File: src/rtl/if_fetch_stage.sv
// ---------------------------------------------------------------------------
// if_fetch_stage
// Instruction fetch stage of the 5-stage core. It drives the fetch address
// and chip-enable to the instruction ROM and captures the returned word,
// together with its address, into the IF/ID pipeline register.
//
// Ports:
//   clk                      core clock, rising-edge
//   rst                      synchronous reset, active-low
//   stall[5:0]               stall vector: bit0 PC, bit1 IF, bit2 ID
//   flush, new_pc            pipeline flush and its redirect address
//   branch_flag_i            ID resolved a taken branch/jump
//   branch_target_address_i  target of that branch/jump
//   inst_i                   ROM instruction word for pc
//   pc, ce                   fetch address and ROM chip-enable
//   id_pc, id_inst           IF/ID pipeline register
//   fetch_cnt                instructions passed into IF/ID (wraps)
// ---------------------------------------------------------------------------
module if_fetch_stage #(
   parameter logic [31:0] RESET_PC = 32'h0000_0000,
   parameter int          PC_STEP  = 4,
   parameter int          CNT_W    = 32
) (
   input  logic             clk,
   input  logic             rst,
   input  logic [5:0]       stall,
   input  logic             flush,
   input  logic [31:0]      new_pc,
   input  logic             branch_flag_i,
   input  logic [31:0]      branch_target_address_i,
   input  logic [31:0]      inst_i,
   output logic [31:0]      pc,
   output logic             ce,
   output logic [31:0]      id_pc,
   output logic [31:0]      id_inst,
   output logic [CNT_W-1:0] fetch_cnt
);

   typedef enum logic {IDLE = 1'b0, RUN = 1'b1} state_t;

   localparam logic [31:0]      PC_INC  = 32'(PC_STEP);
   localparam logic [CNT_W-1:0] CNT_ONE = {{(CNT_W-1){1'b0}}, 1'b1};

   state_t           state_reg, state_next;
   logic [31:0]      pc_reg, pc_next;
   logic             pending_valid_reg, pending_valid_next;
   logic [31:0]      pending_target_reg, pending_target_next;
   logic [31:0]      id_pc_reg, id_pc_next;
   logic [31:0]      id_inst_reg, id_inst_next;
   logic [CNT_W-1:0] fetch_cnt_reg, fetch_cnt_next;

   // Only the PC/IF/ID stall bits concern this stage.
   logic unused_stall_bits;
   assign unused_stall_bits = &{1'b0, stall[5:3]};

   // Chip-enable is a pure function of state so the ROM is never enabled
   // during the post-reset idle cycle.
   assign ce = (state_reg == RUN);

   always_ff @(posedge clk) begin
      if (!rst) begin
         state_reg          <= IDLE;
         pc_reg             <= RESET_PC;
         pending_valid_reg  <= 1'b0;
         pending_target_reg <= 32'h0;
         id_pc_reg          <= 32'h0;
         id_inst_reg        <= 32'h0;
         fetch_cnt_reg      <= '0;
      end else begin
         state_reg          <= state_next;
         pc_reg             <= pc_next;
         pending_valid_reg  <= pending_valid_next;
         pending_target_reg <= pending_target_next;
         id_pc_reg          <= id_pc_next;
         id_inst_reg        <= id_inst_next;
         fetch_cnt_reg      <= fetch_cnt_next;
      end
   end

   always_comb begin
      state_next          = state_reg;
      pc_next             = pc_reg;
      pending_valid_next  = pending_valid_reg;
      pending_target_next = pending_target_reg;
      id_pc_next          = id_pc_reg;
      id_inst_next        = id_inst_reg;
      fetch_cnt_next      = fetch_cnt_reg;

      case (state_reg)
         IDLE: begin
            // First cycle out of reset: enable the ROM, first fetch is at
            // RESET_PC on the following cycle.
            state_next = RUN;
         end

         RUN: begin
            // PC selection. A branch seen while the PC is stalled is parked
            // in the pending slot so it is not lost; only the first one is
            // kept until it is applied or a flush discards it.
            if (flush) begin
               pc_next            = new_pc;
               pending_valid_next = 1'b0;
            end else if (stall[0]) begin
               if (branch_flag_i && !pending_valid_reg) begin
                  pending_target_next = branch_target_address_i;
                  pending_valid_next  = 1'b1;
               end
            end else if (pending_valid_reg) begin
               pc_next            = pending_target_reg;
               pending_valid_next = 1'b0;
            end else if (branch_flag_i) begin
               pc_next = branch_target_address_i;
            end else begin
               pc_next = pc_reg + PC_INC;
            end

            // IF/ID register. IF stalled while ID runs means ID must see a
            // bubble rather than re-decode the held instruction.
            if (flush) begin
               id_pc_next   = 32'h0;
               id_inst_next = 32'h0;
            end else if (stall[1] && !stall[2]) begin
               id_pc_next   = 32'h0;
               id_inst_next = 32'h0;
            end else if (!stall[1]) begin
               id_pc_next   = pc_reg;
               id_inst_next = ce ? inst_i : 32'h0;
            end

            if (ce && !stall[1] && !flush) begin
               fetch_cnt_next = fetch_cnt_reg + CNT_ONE;
            end
         end

         default: state_next = IDLE;
      endcase
   end

   assign pc        = pc_reg;
   assign id_pc     = id_pc_reg;
   assign id_inst   = id_inst_reg;
   assign fetch_cnt = fetch_cnt_reg;

endmodule

File: config.mk
export PLATFORM = sky130hd
export DESIGN_NAME = if_fetch_stage
export DESIGN_NICKNAME = d
export VERILOG_FILES = /design/src/rtl/if_fetch_stage.sv
export SDC_FILE = /design/constraint.sdc
export NUM_CORES = 1
export LEC_CHECK = 0
export CAP_MARGIN = 20
export CORE_MARGIN = 1.5
export CORE_UTILIZATION = 30
export DETAILED_ROUTE_END_ITERATION = 10
export PLACE_DENSITY = 0.58
export SYNTH_ARGS = -nofsm -noshare
export SYNTH_HDL_FRONTEND = slang
export SYNTH_SLANG_ARGS = --single-unit
File: constraint.sdc
create_clock -name clk -period 2.3 [get_ports clk]
set_input_delay 0.46 -clock clk [delete_from_list [all_inputs] [get_ports clk]]
set_output_delay 0.46 -clock clk [all_outputs]
set_load 0.01 [all_outputs]
==> results_tabular.tex, run 1 <==
\begin{tabular}{lr}
\hline
Metric & Value \\
\hline
\multicolumn{2}{l}{\textbf{Placed design}} \\
\quad Post-detail-place hpwl & 18600 µm \\
\quad Routability congestion estimate from global placement & 0.845 \\
\quad Post-DP Area & 10600 µm² \\
\quad Input/output buffers & 231 \\
\multicolumn{2}{l}{\textbf{Floorplanning}} \\
\quad Height of the chip & 161 µm \\
\quad Number of I/O pins & 235 \\
\quad Core Area & 24500 µm² \\
\quad Width of the die & 161 µm \\
\quad Number of core rows & 57 \\
\quad Area enclosed by the die boundary & 26100 µm² \\
\quad Initial Util & 30.8\% \\
\multicolumn{2}{l}{\textbf{Critical path}} \\
\quad Crit Path Class & flop to output port \\
\quad Nature of the critical path endpoint & output port \\
\quad Data required time at the worst endpoint & 1.84 ns \\
\quad Maximum fanout count along the critical path & 11 \\
\quad Critical path launch point & ce \\
\quad Critical R2R Launch & pc[2] \\
\quad Element type at the critical path start & flop \\
\quad Reg-to-reg slack, setup & 0.31 ns \\
\quad Worst EP arrival & 1.64 ns \\
\multicolumn{2}{l}{\textbf{Global routing}} \\
\quad Global-route wire length before repair & 39900 µm \\
\quad Via count of the first global-routing pass & 7069 \\
\quad GR met2 Demand/Resource & 30.2\% \\
\quad Maximum number of pins on one net before global-route repair & 132 \\
\quad Gr busiest metal & met2 \\
\quad Overall track demand over capacity in global routing & 19.5\% \\
\quad GR Util met1 & 27.5\% \\
\quad Number of antenna violations at the first check in global routing & 0 \\
\quad Overflow left after global routing & 0 \\
\quad GR Layer Usage met3 & 3.85\% \\
\multicolumn{2}{l}{\textbf{Synthesis}} \\
\quad Ranking of synthesized cells by area & sky130\_fd\_sc\_hd\_\_dfxtp\_1 43\%, sky130\_fd\_sc\_hd\_\_a21oi\_1 8.5\%, sky130\_fd\_sc\_hd\_\_nand2\_1 7.2\%, sky130\_fd\_sc\_hd\_\_nor2\_1 4.3\%, sky130\_fd\_sc\_hd\_\_nand3\_1 4.0\% \\
\quad Most common flop cell mapped by yosys & sky130\_fd\_sc\_hd\_\_dfxtp\_1 \\
\quad Number of distinct library cell variants in the gate-level netlist after synthesis & 61 \\
\quad Proportion of netlist area held by the largest area contributor & 43.0\% \\
\quad Gate count of the mapped netlist & 965 \\
\quad Sequential area share after synthesis & 43.0\% \\
\quad Synth top cells by count & 162 x sky130\_fd\_sc\_hd\_\_dfxtp\_1, 145 x sky130\_fd\_sc\_hd\_\_nand2\_1, 128 x sky130\_fd\_sc\_hd\_\_a21oi\_1 \\
\quad Syn Nets & 1073 \\
\quad Synth async-reset ratio & 0\% \\
\quad Average footprint of a synthesized cell & 7.81 µm² \\
\quad Synth Register Bits & 162 \\
\quad EDFF count, synth & 0 \\
\quad Synthesis warning total & 0 \\
\quad Post-synthesis instance area & 7530 µm² \\
\quad Cell with the most instances after synthesis & sky130\_fd\_sc\_hd\_\_dfxtp\_1 \\
\quad Cell taking the most area after synthesis & sky130\_fd\_sc\_hd\_\_dfxtp\_1 \\
\multicolumn{2}{l}{\textbf{Run status}} \\
\quad Result of the run & complete, no violations \\
\multicolumn{2}{l}{\textbf{STA}} \\
\quad Total negative setup slack & 0 ns \\
\quad Final Skew & 0.0134 ns \\
\quad Total setup violations reported at the end of the flow & 0 \\
\quad Crit share post-route & 91.4\% \\
\quad Number of failing hold endpoints at the final stage & 0 \\
\quad Worst Max-Slew Pin Slew & 0.782 ns \\
\quad Tmin final & 2.10 ns \\
\quad Remaining max-slew budget at the tightest pin & 47.2\% \\
\quad Number of pins with negative max-slew slack in the final report & 0 \\
\quad Setup repair after global routing missed its margin & false \\
\quad Maximum frequency from static timing analysis & 476 MHz \\
\multicolumn{2}{l}{\textbf{Layout}} \\
\quad Area taken by multi-input logic gates & 3950 µm² \\
\quad Net total in the final layout & 1310 \\
\quad Final instance area & 11200 µm² \\
\quad Syn-to-layout area delta & 48.2\% \\
\quad Fraction of layout instances using a drive strength above 1 & 8.97\% \\
\quad Number of inserted diodes & 0 \\
\quad Fill cell instance count of the final layout & 2391 \\
\quad Footprint of the flip-flops and latches & 3250 µm² \\
\quad Final standard cell utilization of the core & 45.6\% \\
\multicolumn{2}{l}{\textbf{Routing}} \\
\quad First-iteration detailed-routing DRC count & 631 \\
\quad Antenna Violating Nets Remaining & 0 \\
\quad Number of vias per cell & 5.02 \\
\quad Total detailed-routing wirelength & 25800 µm \\
\quad Length of the first detailed-routing pass in iterations & 5 \\
\quad Number of vias in the routed layout & 7729 \\
\quad Routed wire per std cell & 16.8 µm \\
\quad Residual DRC count & 0 \\
\multicolumn{2}{l}{\textbf{Power and ir drop}} \\
\quad Part of the power in combinational logic & 13.9\% \\
\quad Switching power as a share of total power & 26.6\% \\
\quad Clock share of power & 42.7\% \\
\quad Total power of the final layout & 0.00685 W \\
\quad Sequential share of power & 43.4\% \\
\quad Leakage power & 4.08 nW \\
\quad Power density normalized to cell area & 613 nW/µm² \\
\quad Sw power & 0.00182 W \\
\quad Worst ir drop on vdd & 314 µV \\
\quad Int Power & 0.00502 W \\
\multicolumn{2}{l}{\textbf{Clock tree}} \\
\quad Clock buffers created by TritonCTS & 17 \\
\quad Source-to-sink clock delay at the later pin of the worst-skew pair & 0.43 ns \\
\quad Clock Tree Buf Depth & 2 \\
\quad Sinks on Clock Net & 162 \\
\quad TritonCTS clock tree & yes \\
\quad Setup fix buffers added after clock tree synthesis & 0 \\
\quad Clk Tree Root Cell & sky130\_fd\_sc\_hd\_\_clkbuf\_16 \\
\quad CTS HTree Levels & 4 \\
\quad Clock slew at the register clock pins of the worst setup and hold paths & 0.07 ns \\
\multicolumn{2}{l}{\textbf{Min path}} \\
\quad Kind of path behind the tightest hold check & flop to flop \\
\quad Startpoint of the tightest hold check path & id\_inst[10] \\
\multicolumn{2}{l}{\textbf{Flow run}} \\
\quad Max-cap violation count & 0 \\
\hline
\end{tabular}
[per-stage QoR]
stage	instances	hold WS, ns	worst slack [ns]
5_1_grt	1539	0.468	0.0972
3_3_place_gp	1507	0.438	-0.00829
3_5_place_dp	1507	0.443	-0.00644
4_1_cts	1539	0.453	0.0487
2_1_floorplan	965	0.431	0.437
6_report	1539	0.450	0.197
[cell usage in the layout, fill, tap and decap left out, types with 10 or more instances in the layout]
cell | synthesis | layout
sky130_fd_sc_hd__nor2_1 | 87 | 87
sky130_fd_sc_hd__buf_4 | 0 | 50
sky130_fd_sc_hd__xnor2_1 | 15 | 15
sky130_fd_sc_hd__xor2_1 | 28 | 28
sky130_fd_sc_hd__a21oi_1 | 128 | 127
sky130_fd_sc_hd__o21ai_0 | 26 | 26
sky130_fd_sc_hd__nand3_1 | 60 | 60
sky130_fd_sc_hd__nand4_1 | 22 | 22
sky130_fd_sc_hd__inv_1 | 20 | 20
sky130_fd_sc_hd__and3_1 | 41 | 41
sky130_fd_sc_hd__dfxtp_1 | 162 | 160
sky130_fd_sc_hd__nand2_1 | 145 | 145
sky130_fd_sc_hd__clkdlybuf4s50_1 | 0 | 231
sky130_fd_sc_hd__buf_12 | 0 | 10
sky130_fd_sc_hd__nor3_1 | 25 | 24
sky130_fd_sc_hd__clkbuf_16 | 0 | 17
[per-layer routing]
| metal | wire (µm) | share of wire (%) |
|---|---|---|
| met1 | 12100 | 47 |
| met2 | 11400 | 44 |
| met3 | 1910 | 7.4 |
| met4 | 379 | 1.5 |
| met5 | 0 | 0 |
[cell type report]
| class | count | area share (%) |
|---|---|---|
| clock inverter | 13 | 1.34 |
| multi-input combinational | 709 | 35.4 |
| timing repair buffer | 291 | 25.9 |
| tap | 324 | 3.63 |
| clock buffer | 19 | 3.97 |
| inverter | 21 | 0.728 |
| sequential | 162 | 29.1 |
[kinds of logic after synthesis]
family	synth area share [%]
mux	0.930
buf+inv	4.85
xor+xnor	5.00
flops	43.0
compound gates	17.9
simple gates	27.9
fa+ha+maj	0.332
[final timing paths]
path	to	depth (start not counted)
worst max-delay path	ce	2
worst min-delay path	id_inst[10]	2
worst max register to register	pc[28]	6
worst min register to register	id_inst[10]	2
[timing repair]
| action | CTS | global route |
|---|---|---|
| hold buffers | 0 | 0 |
| setup endpoints to repair | 0 | 1 |
| hold endpoints to repair | 0 | 0 |
| gates resized for setup | 0 | 1 |
[power by group through the flow]
stage	Combinational [W]	Sequential [W]	Clock (W)
final	0.000950	0.00297	0.00292
after global routing	0.00103	0.00299	0.00311
after CTS	0.000955	0.00297	0.00299
after detailed placement	0.000951	0.00304	0
after global placement	0.000952	0.00304	0
after floorplan	0.000356	0.00305	0
[worst max-delay path, cell delays in order (launching register included)]
cell and delay [ns]:
sky130_fd_sc_hd__dfxtp_2 0.43, sky130_fd_sc_hd__buf_4 0.21, sky130_fd_sc_hd__clkdlybuf4s50_1 0.57
Power figures use the tool's default switching activity.
==> run 2, diff against run 1 <==
--- a/config.mk
+++ b/config.mk
@@ -9,7 +9,8 @@
 export CORE_MARGIN = 1.5
 export CORE_UTILIZATION = 30
 export DETAILED_ROUTE_END_ITERATION = 10
-export PLACE_DENSITY = 0.58
+export DONT_BUFFER_PORTS = 1
+export PLACE_DENSITY = 0.47
 export SYNTH_ARGS = -nofsm -noshare
 export SYNTH_HDL_FRONTEND = slang
 export SYNTH_SLANG_ARGS = --single-unit
==> constraint.sdc (replaced) <==
create_clock -name clk -period 1.8 [get_ports clk]
set_input_delay 0.36 -clock clk [delete_from_list [all_inputs] [get_ports clk]]
set_output_delay 0.36 -clock clk [all_outputs]
set_load 0.01 [all_outputs]
==> run 2 against run 1 <==
Setup slack lost 0.15 ns. Routed wire length rose by 2.4%. Global-route usage grew 0.53 points. Register-to-register slack got worse by 0.26 ns. Worst hold slack got worse by 0.39 ns. Critical endpoint is now pc[28]. Via count is 9.3% lower. Cell count down 12%. Combinational power is 15% lower. First-iteration DRC count shrank 10%. Largest power group unchanged. Die area unchanged.
==> results_tabular.tex, run 2 (synthesized netlist as in run 1, its figures left out) <==
\begin{tabular}{lr}
\hline
Metric & Value \\
\hline
\multicolumn{2}{l}{\textbf{Run status}} \\
\quad Result of the run & complete, no violations (unchanged) \\
\multicolumn{2}{l}{\textbf{Routing}} \\
\quad First-iteration detailed-routing DRC count & 565 (was 631) \\
\quad Length of the first detailed-routing pass in iterations & 5 (unchanged) \\
\quad Number of vias per cell & 5.18 (was 5.02) \\
\quad Antenna Violating Nets Remaining & 0 (unchanged) \\
\quad Number of vias in the routed layout & 7009 (was 7729) \\
\quad Routed wire per std cell & 19.6 µm (was 16.8 µm) \\
\quad Total detailed-routing wirelength & 26400 µm (was 25800 µm) \\
\quad Residual DRC count & 0 (unchanged) \\
\multicolumn{2}{l}{\textbf{Floorplanning}} \\
\quad Area enclosed by the die boundary & 26100 µm² (unchanged) \\
\quad Initial Util & 30.8\% (unchanged) \\
\quad Core Area & 24500 µm² (unchanged) \\
\quad Width of the die & 161 µm (unchanged) \\
\quad Number of core rows & 57 (unchanged) \\
\quad Number of I/O pins & 235 (unchanged) \\
\quad Height of the chip & 161 µm (unchanged) \\
\multicolumn{2}{l}{\textbf{STA}} \\
\quad Worst Max-Slew Pin Slew & 0.750 ns (was 0.782 ns) \\
\quad Tmin final & 1.75 ns \\
\quad Final Worst Setup Slack & 0.0485 ns (was 0.197 ns) \\
\quad Number of failing hold endpoints at the final stage & 0 (unchanged) \\
\quad Total setup violations reported at the end of the flow & 0 (unchanged) \\
\quad Crit share post-route & 97.3\% \\
\quad Number of pins with negative max-slew slack in the final report & 0 (unchanged) \\
\quad Remaining max-slew budget at the tightest pin & 49.4\% (was 47.2\%) \\
\quad Total negative setup slack & 0 ns (unchanged) \\
\quad Maximum frequency from static timing analysis & 571 MHz \\
\quad Setup repair after global routing missed its margin & true (was false) \\
\quad Final Skew & 0.0117 ns (was 0.0134 ns) \\
\multicolumn{2}{l}{\textbf{Clock tree}} \\
\quad Clock buffers created by TritonCTS & 17 (unchanged) \\
\quad Sinks on Clock Net & 162 (unchanged) \\
\quad Clk Tree Root Cell & sky130\_fd\_sc\_hd\_\_clkbuf\_16 (unchanged) \\
\quad TritonCTS clock tree & yes (unchanged) \\
\quad Source-to-sink clock delay at the later pin of the worst-skew pair & 0.43 ns (about the same) \\
\quad Clock slew at the register clock pins of the worst setup and hold paths & 0.07 ns (about the same) \\
\quad CTS HTree Levels & 4 (unchanged) \\
\quad Clock Tree Buf Depth & 2 (unchanged) \\
\multicolumn{2}{l}{\textbf{Placed design}} \\
\quad Input/output buffers & 0 (was 231) \\
\quad Post-Place Worst Slack & -0.0196 ns (was -0.00644 ns) \\
\quad Post-detail-place hpwl & 19200 µm (was 18600 µm) \\
\quad Routability congestion estimate from global placement & 0.852 (was 0.845) \\
\multicolumn{2}{l}{\textbf{Global routing}} \\
\quad Via count of the first global-routing pass & 6662 (was 7069) \\
\quad Number of antenna violations at the first check in global routing & 0 (unchanged) \\
\quad Global-route wire length before repair & 40300 µm (was 39900 µm) \\
\quad Overflow left after global routing & 0 (unchanged) \\
\quad Overall track demand over capacity in global routing & 20.1\% (was 19.5\%) \\
\quad Maximum number of pins on one net before global-route repair & 132 (unchanged) \\
\multicolumn{2}{l}{\textbf{Layout}} \\
\quad Commonest non-fill, non-tap cell in the layout & sky130\_fd\_sc\_hd\_\_dfxtp\_1 (was sky130\_fd\_sc\_hd\_\_clkdlybuf4s50\_1) \\
\quad Fill cell instance count of the final layout & 2602 (was 2391) \\
\quad Fraction of layout instances using a drive strength above 1 & 16.3\% (was 8.97\%) \\
\quad Net total in the final layout & 1123 (was 1310) \\
\quad Area taken by multi-input logic gates & 4040 µm² (was 3950 µm²) \\
\quad Most frequent cells in the layout & 158 x sky130\_fd\_sc\_hd\_\_dfxtp\_1, 145 x sky130\_fd\_sc\_hd\_\_nand2\_1, 126 x sky130\_fd\_sc\_hd\_\_a21oi\_1, 97 x sky130\_fd\_sc\_hd\_\_buf\_4, 87 x sky130\_fd\_sc\_hd\_\_nor2\_1 (was 231 x sky130\_fd\_sc\_hd\_\_clkdlybuf4s50\_1, 160 x sky130\_fd\_sc\_hd\_\_dfxtp\_1, 145 x sky130\_fd\_sc\_hd\_\_nand2\_1, 127 x sky130\_fd\_sc\_hd\_\_a21oi\_1, 87 x sky130\_fd\_sc\_hd\_\_nor2\_1) \\
\quad Syn-to-layout area delta & 22.4\% (was 48.2\%) \\
\quad Footprint of the flip-flops and latches & 3250 µm² (about the same) \\
\quad Number of inserted diodes & 0 (unchanged) \\
\multicolumn{2}{l}{\textbf{Power and ir drop}} \\
\quad Sequential share of power & 45.6\% (was 43.4\%) \\
\quad Sw power & 0.00237 W (was 0.00182 W) \\
\quad Switching power as a share of total power & 28.4\% (was 26.6\%) \\
\quad Part of the power in combinational logic & 9.7\% (was 13.9\%) \\
\quad Leakage power & 3.48 nW (was 4.08 nW) \\
\quad Total power of the final layout & 0.00836 W (was 0.00685 W) \\
\quad Worst ir drop on vdd & 419 µV (was 314 µV) \\
\quad Power density normalized to cell area & 906 nW/µm² (was 613 nW/µm²) \\
\quad Clock share of power & 44.8\% (was 42.7\%) \\
\quad Int Power & 0.00598 W (was 0.00502 W) \\
\multicolumn{2}{l}{\textbf{Critical path}} \\
\quad Maximum fanout count along the critical path & 4 (was 11) \\
\quad Worst EP arrival & 2.12 ns (was 1.64 ns) \\
\quad Data required time at the worst endpoint & 2.17 ns (was 1.84 ns) \\
\quad Nature of the critical path endpoint & flop (was output port) \\
\quad Reg-to-reg slack, setup & 0.05 ns (was 0.31 ns) \\
\quad Element type at the critical path start & flop (unchanged) \\
\quad Crit Path Class & flop to flop (was flop to output port) \\
\multicolumn{2}{l}{\textbf{Min path}} \\
\quad Kind of path behind the tightest hold check & input port to flop (was flop to flop) \\
\multicolumn{2}{l}{\textbf{Flow run}} \\
\quad Max-cap violation count & 0 (unchanged) \\
\hline
\end{tabular}
## run 2: metal layers
layer  GRT usage (%)  wire [µm]
met2            33.1      12400
met3            5.65       1890
met5               0          0
met4            5.22        175
met1            25.6      11900
## run 2: path summary, 6_finish.rpt
| check | endpoint | cells past startpoint | startpoint |
|---|---|---|---|
| setup / recovery | pc[28] | 6 | pc[2] |
| hold / removal | pending_target_reg[3] | 2 | branch_target_address_i[3] |
| setup reg to reg | pc[28] | 6 | pc[2] |
| hold reg to reg | pending_target_reg[8] | 2 | pending_target_reg[8] |
## run 2: layout make-up
cell class	count	area share (%)
multi-input combinational	709	43.8
sequential	162	35.2
timing repair buffer	104	9.26
clock buffer	17	4.61
tap	324	4.40
clock inverter	15	1.83
inverter	21	0.882
## run 2: what timing repair did
item,CTS,global route
resized for setup,1,14
endpoints found under the hold margin,1,0
setup endpoints to repair,6,32
hold buffers,1,0
pin swaps,1,1
setup buffers,3,2
## run 2: per-stage QoR
step | cells | area (µm²) | hold WS, ns | utilization [%]
after CTS | 1350 | 9130 | 0.0394 | 37.3
after detailed placement | 1314 | 8500 | 0.390 | 34.7
after global placement | 1314 | 8500 | 0.390 | 34.7
final | 1352 | 9220 | 0.0577 | 37.7
after floorplan | 965 | 7540 | 0.388 | -
after global routing | 1352 | 9220 | 0.0433 | 37.7
## run 2: worst max-delay path, stage by stage (launching register included)
cell and delay [ns]:
sky130_fd_sc_hd__dfxtp_2 0.33, sky130_fd_sc_hd__ha_2 0.22, sky130_fd_sc_hd__nand4_4 0.15, sky130_fd_sc_hd__nand3b_4 0.21, sky130_fd_sc_hd__or4_1 0.48, sky130_fd_sc_hd__nand3_1 0.12
sky130_fd_sc_hd__a32o_1 0.18
## run 2: power groups by stage
stage	Sequential, W	Clock, W	Combinational [W]
floorplan	0.00390	0	0.000455
global placement	0.00389	0	0.000798
detailed placement	0.00389	0	0.000802
CTS	0.00381	0.00385	0.000809
global route	0.00382	0.00401	0.000886
finish	0.00381	0.00374	0.000807
